$ cat config.mk
export PLATFORM = sky130hd
export DESIGN_NAME = regfile_wb_scheduler
export DESIGN_NICKNAME = d
export VERILOG_FILES = /design/src/rtl/regfile_wb_scheduler.sv
export SDC_FILE = /design/constraint.sdc
export NUM_CORES = 1
export LEC_CHECK = 0
export BUFFER_PORTS_ARGS = -buffer_cell sky130_fd_sc_hd__buf_2
export CORE_AREA = 2 2 103 105
export DETAILED_ROUTE_END_ITERATION = 16
export DIE_AREA = 0 0 105 107
export HOLD_SLACK_MARGIN = 0.06
export PLACE_DENSITY = 0.81
export SLEW_MARGIN = 25
export SYNTH_ARGS = -nofsm -noshare
export SYNTH_HDL_FRONTEND = slang
export SYNTH_SLANG_ARGS = --single-unit
$ cat constraint.sdc
create_clock -name clk -period 5.9 [get_ports clk]
set_input_delay 0.59 -clock clk [delete_from_list [all_inputs] [get_ports clk]]
set_output_delay 0.59 -clock clk [all_outputs]
set_load 0.05 [all_outputs]
$ cat src/rtl/regfile_wb_scheduler.sv
// Write-back arbiter and RAW/WAW hazard scoreboard for the register file's single write port.
// Optional feature: define REGFILE_WB_BYPASS_EN to forward the same-cycle write-back into hazard checks and operands.
module regfile_wb_scheduler #(
    parameter  int XLEN       = 32,
    parameter  int REG_NUMBER = 32,
    localparam int AW         = $clog2(REG_NUMBER)
) (
    input  logic            clk,
    input  logic            reset,

    input  logic            iss_valid,
    input  logic [AW-1:0]   iss_rd,
    input  logic [AW-1:0]   iss_rs1,
    input  logic [AW-1:0]   iss_rs2,
    output logic            iss_stall,

    input  logic            a_valid,
    output logic            a_ready,
    input  logic [AW-1:0]   a_rd,
    input  logic [XLEN-1:0] a_data,

    input  logic            b_valid,
    output logic            b_ready,
    input  logic [AW-1:0]   b_rd,
    input  logic [XLEN-1:0] b_data,

    output logic            rf_write,
    output logic [AW-1:0]   rf_sel_write_reg,
    output logic [XLEN-1:0] rf_data_in,
    input  logic [XLEN-1:0] rf_data_out1,
    input  logic [XLEN-1:0] rf_data_out2,

    output logic [XLEN-1:0] rs1_data,
    output logic [XLEN-1:0] rs2_data,
    output logic            err_unexp
);

    // rr_last: 0 = A granted last, 1 = B granted last
    logic                  rr_last;
    logic [REG_NUMBER-1:0] pend;
    logic [REG_NUMBER-1:0] pend_next;
    logic [REG_NUMBER-1:0] written_mask;
    logic [REG_NUMBER-1:0] hz_vec;
    logic                  grant_a;
    logic                  grant_b;
    logic                  wb_fire;
    logic                  issue_fire;

    // Round-robin grant; both grants are suppressed while reset is high
    always_comb begin
        grant_a = 1'b0;
        grant_b = 1'b0;
        if (!reset) begin
            grant_a = a_valid & (~b_valid | rr_last);
            grant_b = b_valid & (~a_valid | ~rr_last);
        end
    end

    assign a_ready = grant_a;
    assign b_ready = grant_b;
    assign wb_fire = grant_a | grant_b;

    always_comb begin
        rf_sel_write_reg = '0;
        rf_data_in       = '0;
        if (grant_a) begin
            rf_sel_write_reg = a_rd;
            rf_data_in       = a_data;
        end else if (grant_b) begin
            rf_sel_write_reg = b_rd;
            rf_data_in       = b_data;
        end
    end

    // x0 write-backs complete the handshake but never reach the register file
    assign rf_write = wb_fire & (rf_sel_write_reg != '0);

`ifdef REGFILE_WB_BYPASS_EN
    always_comb begin
        written_mask = '0;
        if (rf_write) begin
            written_mask[rf_sel_write_reg] = 1'b1;
        end
    end

    always_comb begin
        rs1_data = rf_data_out1;
        rs2_data = rf_data_out2;
        if (rf_write && (rf_sel_write_reg == iss_rs1) && (iss_rs1 != '0)) begin
            rs1_data = rf_data_in;
        end
        if (rf_write && (rf_sel_write_reg == iss_rs2) && (iss_rs2 != '0)) begin
            rs2_data = rf_data_in;
        end
    end
`else
    assign written_mask = '0;
    assign rs1_data     = rf_data_out1;
    assign rs2_data     = rf_data_out2;
`endif

    assign hz_vec = pend & ~written_mask;

    always_comb begin
        iss_stall = 1'b0;
        if (!reset && iss_valid) begin
            iss_stall = hz_vec[iss_rs1] | hz_vec[iss_rs2] | hz_vec[iss_rd];
        end
    end

    assign issue_fire = iss_valid & ~iss_stall & (iss_rd != '0) & ~reset;

    // Clear before set so a new producer issued on the write-back edge keeps the register pending
    always_comb begin
        pend_next = pend;
        if (rf_write) begin
            pend_next[rf_sel_write_reg] = 1'b0;
        end
        if (issue_fire) begin
            pend_next[iss_rd] = 1'b1;
        end
        pend_next[0] = 1'b0;
    end

    always_ff @(posedge clk) begin
        if (reset) begin
            pend      <= '0;
            rr_last   <= 1'b1;
            err_unexp <= 1'b0;
        end else begin
            pend <= pend_next;
            if (wb_fire) begin
                rr_last <= grant_b;
            end
            if (rf_write && !pend[rf_sel_write_reg]) begin
                err_unexp <= 1'b1;
            end
        end
    end

endmodule

[Word-level counts from Yosys, hierarchy flattened]
Index checks and enable logic that the tools add are counted.
Word-level totals
  register bits: 34
  latch bits: 0
  RAM bits: 0
  bits in read-only memories: 0
  output and inout bits: 106
  word-level logic and storage cells: 58
  memories: 0
Operators by class
  add/subtract/negate cells: 0
  multiply operators: 0
  divide/modulo/power cells: 0
  order comparisons: 6
  eq/ne operators: 0
  shift operators: 0
  multiplexer cells: 21
  bitwise operators: 19
  reduce and logical (&&, ||, !) cells: 8
Operator list (number)
  32-bit two-way mux: 4
  32-bit bitwise AND: 1
  32-bit inverter: 1
  32-bit bitwise OR: 1
  5-bit by 6-bit < comparator with 1-bit output (second input constant): 4
  1-bit binary-select mux with 5-bit select: 4
  1-bit demux with 5-bit select: 2
  5-bit by 1-bit >= comparator with 1-bit output (second input constant): 2
  5-bit two-way mux: 2
  5-bit nonzero test: 2
  1-bit two-way mux: 9
  1-bit bitwise AND: 6
  1-bit inverter: 5
  1-bit bitwise OR: 5
  1-bit logical AND: 4
  1-bit zero test: 2

[Longest topological paths before layout]
  depth after elaboration: 15
  gate-level depth with buffers: 11
  depth with buffers taken out: 8

[Worst setup path after synthesis]
No wires, ideal clock.
  path type: input port to output port
  start: in iss_rs2[1]
  end: out iss_stall
  data arrival time: 2953 ps
  data required time: 5310 ps
  slack: 2357 ps
  stages: 10
  path buffers: 3
  path through: clkbuf_1 > mux4_2 > mux2_2 > nand3_1 > o31ai_1 > or4_1 > buf_2 > clkbuf_1 > nor2_1 > nor2_1
On the way
  cells in the longest elaborated chain, start to end: 5
RTL lines
  from (decl): RTL line 14  | input logic [AW-1:0] iss_rs2,
  1-bit binary-select mux with 5-bit select: RTL line 107  | iss_stall = hz_vec[iss_rs1] | hz_vec[iss_rs2] | hz_vec[iss_rd];
  1-bit two-way mux (not written as such): RTL line 107
  1-bit bitwise OR (2 in series): RTL line 107
  1-bit two-way mux: RTL line 106  | if (!reset && iss_valid) begin
  to (decl): RTL line 15  | output logic iss_stall,
Every way passes these cells. The select of a mux whose other input is x is not followed.

[Worst setup path in the final report]
  start: in iss_rs1[0]
  end: reg pend[17] (netlist: hz_vec[17])
On the way
  cells in the longest elaborated chain, start to end: 10
RTL lines
  from (decl): RTL line 13  | input logic [AW-1:0] iss_rs1,
  1-bit binary-select mux with 5-bit select: RTL line 107
  1-bit two-way mux (not written as such): RTL line 107
  1-bit bitwise OR (2 in series): RTL line 107
  1-bit two-way mux: RTL line 106
  1-bit inverter: RTL line 111  | assign issue_fire = iss_valid & ~iss_stall & (iss_rd != '0) & ~reset;
  1-bit bitwise AND (3 in series): RTL line 111
  32-bit two-way mux: RTL line 119  | if (issue_fire) begin
  to (signal assigned): RTL line 131  | pend <= pend_next;
  to (decl): RTL line 40  | logic [REG_NUMBER-1:0] pend;
Every way passes these cells. The select of a mux whose other input is x is not followed.
A chain may end at the register's enable or synchronous reset.

==> summary by stage <==
Cells and area
The count of antenna diodes in the layout is 0. The area of combinational cells with multiple inputs is 2200 µm². In the final layout, the share of cells above drive strength 1 is 40.6%. The final layout net count is 604. The area taken by flip-flops and latches is 661 µm². Counting the fill cells in the layout gives 1049. At the end of the flow the core is filled with cells to 38.2%. The signed area change from the synthesized netlist to the final layout is 9.25%.

Critical path
For this run, the slowest stage of the critical path takes roughly 0.9 ns. STA classifies the critical path endpoint as a flip-flop. The nature of the critical path startpoint is an input pin. At the worst endpoint, the required time is just over 6 ns. Data arrives at the worst endpoint at 4.08 ns. The largest individual stage delay along the critical path comes from the cell or4_1. The critical path goes through buf_2, mux4_1, mux4_2, a22o_1, or4_1, or4_1, o31ai_1.

The most used cell along the critical path is or4_1. The setup path with the least slack is of type in2reg. The largest fanout of any net on the critical path is 17.

Route
The detailed-route via count is between 3000 and 4000. In this run the remaining antenna-violating nets after routing total 0. The count of TritonRoute iterations in the first routing pass is 6.

In the final routed layout, each cell accounts on average for 21.2 µm. Wires add up to between 10 and 15 mm. Dividing the detail-routed via count by the number of cells gives 6.14. The first routing iteration left 356 violations. After detailed routing, the number of remaining DRC violations is 0.

Synth
The count of synthesis-stage warnings from yosys is 0. The area share of the largest cell type after synthesis is 18.7%. The mapped netlist covers 3530 µm². The number of synthesized register bits is 33. Dividing the synthesized area by the synthesized cell count gives 8.92 µm².

The top flip-flop cell by instance count after synthesis is dfxtp_1. The synthesized design contains 0 enable-type register cells. Counting every net in the synthesized netlist gives 554.

The sequential-to-total area share from yosys stat is 18.7%. The gate count of the mapped netlist is about 400. The fraction of registers with async set or reset after synthesis is 0%. The largest area contributor in the netlist is dfxtp_1. The number of different library cells used by synthesis comes to 45. After synthesis, the cell types taking the most area are dfxtp_1 (19%), buf_4 (15%), mux4_2 (14%), a22o_1 (8.2%), nor2b_1 (6.2%).

Global routing
The met3 track demand over resource is 4.80%. Across every metal layer, demand over resource in global routing totals 21.3%. The largest net degree at the start of global routing is 38.

The global-route wire length before repair is between 15 and 20 mm. The global routing's busiest layer is met2. The number of global-route vias before repair is 3526. The total congestion overflow is 0. Global routing consumed, on the met2 layer, 36.2% of the routing resources.

The initial antenna violation count is 0. For met1 alone, demand over resource in global routing was 25.4%.

STA
In this run the tightest slew margin relative to its limit is 44.2%. The final setup violation count is 0. Setup repair after global routing left no endpoint under its margin. The clock period minus final worst setup slack is 3.90 ns. The final setup skew is around 0.008 ns. The final critical-path share of the clock period is about two thirds. The number of failing hold endpoints at the final stage is 0.

After routing, the total negative slack on setup checks comes to 0 ns. At the pin with the least slew margin, the transition time is 0.837 ns. Timing would allow up to 257 MHz. The number of pins with negative max-slew slack in the final report is 0.

Pwr
The fraction of power consumed by combinational cells is 37.3%. Registers are responsible for 35.9% of the overall power. The total power divided by cell area is between 150 and 200 nW/µm². Of the total power, the share spent switching nets is 39.3%. For this design the static power due to leakage is 0.00162 µW. The analysis attributes to net switching a power of roughly 260 µW. The internal portion of the total power is 394 µW. The worst vdd rail ir drop is 0.0889 mV. The clock network burns 26.9% of the power.

The total power is 650 µW.

Clock network
TritonCTS built the clock tree. Clock tree synthesis inserted a total of 5 buffers. The post-CTS repair timing setup buffer count is 0. The clock latency reported for the late side of the worst-skew pair is 0.29 ns. The hold-fix buffer count after cts is 0. The number of sinks driven by the clock tree is 33. Post-CTS repair changed the size of 0 cells.

The count of H-tree levels built during CTS is 2. The clock input transition at the sequential cells of the worst setup and hold paths is 0.07 ns. The clock tree root buffer cell is clkbuf_8.

The buffer levels on the longest clock path is 2.

Floorplan
The area inside the core boundary is 10100 µm². Once the floorplan was initialized, standard cells occupied 35.0% of the core. For this design the top-level I/O count stands at 264. The x dimension of the die is 105 µm. Measured along the y axis, the die boundary spans 107 µm. The die covers 11200 µm². The total number of placement rows is 37.

Placement
The port buffer count is 135. The wire-length estimate of the detail-placed layout is approximately 9.6 mm. At the end of routability-driven placement, the weighted congestion stood at 0.942.

Job
The tool flagged a number of max-cap violations equal to 0.

Worst hold path
The tightest min-delay check is of the reg2reg type.

Outcome
The run finished with clean final reports.
-- logic make-up after synthesis --
group / after synthesis / synth area share (%)
AO/OA/AOI/OAI: 128 / 28.2
buffers and inverters: 105 / 19.3
flip-flops: 33 / 18.7
multiplexers: 38 / 19.1
AND/OR/NAND/NOR: 92 / 14.7
-- layout make-up --
cell class              instances  area share, %
repair buffers                139           18.3
multi-input cells             258           57.1
flip-flops and latches         33           17.1
well taps                     136           4.41
clock buffers                   7           2.24
inverters                       9          0.875
-- sequential cells by signal (all words and copies together) (netlist names) --
register,cells
err_unexp,1
hz_vec,31
rr_last,1
-- final timing paths --
check / from / to / slack, ns / depth (start not counted)
setup / recovery: iss_rs1[0] / hz_vec[17] / 2.00 / 7
hold / removal: rr_last / rr_last / 0.52 / 2
hold reg to reg: rr_last / rr_last / 0.52 / 2
setup reg to reg: hz_vec[18] / hz_vec[17] / 2.22 / 6
-- routing by layer --
layer,wire [µm],share of wire (%)
met1,4440,36
met2,5960,48
met3,1490,12
met4,440,3.6
met5,0,0
-- worst max-delay path, delay by kind of cell --
family	cells	cell delay, ns
buffers and inverters	1	0.20
AOI/OAI and AO/OA	2	0.60
and+or+nand+nor	2	1.62
muxes	2	1.07
-- synth_stat cells (all sizes together) (2+ instances only) --
| cell type | number |
|---|---|
| a21oi | 4 |
| o31ai | 17 |
| o21ai | 36 |
| mux2i | 14 |
| a32oi | 2 |
| buf | 81 |
| a22o | 33 |
| or4 | 2 |
| a311oi | 2 |
| nor2b | 35 |
| nand2 | 15 |
| or3 | 4 |
| nand4 | 3 |
| nor3b | 3 |
| o41ai | 15 |
| nand2b | 5 |
| nand3 | 15 |
| dfxtp | 33 |
| nor2 | 5 |
| nand3b | 2 |
| a22oi | 4 |
| mux4 | 23 |
| clkbuf | 15 |
| inv | 8 |
| a211oi | 3 |
| a221oi | 5 |
-- power by group through the flow --
stage	Combinational (µW)	Clock, µW	Sequential (µW)
3_3_place_gp	236	0	237
5_1_grt	256	182	233
2_1_floorplan	277	0	240
4_1_cts	241	172	233
3_5_place_dp	240	0	238
6_report	242	175	233
-- placed cells by master (no fill, tap or decap), types with 2 or more instances in the layout --
cell type    n
buf_2      135
o21ai_0     36
nor2b_1     34
a22o_1      33
dfxtp_1     33
mux4_2      22
nand3_1     15
nand2_1     15
o41ai_1     15
mux2i_1     14
o31ai_2      9
inv_1        8
o31ai_1      7
clkbuf_8     6
nand2b_1     5
nor2_1       5
a221oi_1     5
a22oi_1      4
a21oi_1      4
or3_1        4
buf_4        4
a211oi_1     3
nand4_1      3
nor3b_1      2
a32oi_1      2
or4_1        2
nand3b_1     2
a311oi_1     2
-- through the flow --
step	setup WS [ns]	hold WS, ns	cells	area, µm²
6_report	2.00	0.517	582	3860
2_1_floorplan	2.36	0.459	396	3530
4_1_cts	2.01	0.498	582	3850
3_5_place_dp	1.73	0.492	575	3770
5_1_grt	1.95	0.559	582	3860
3_3_place_gp	1.87	0.471	575	3770
Note: power is estimated with default switching activity, not from simulation.
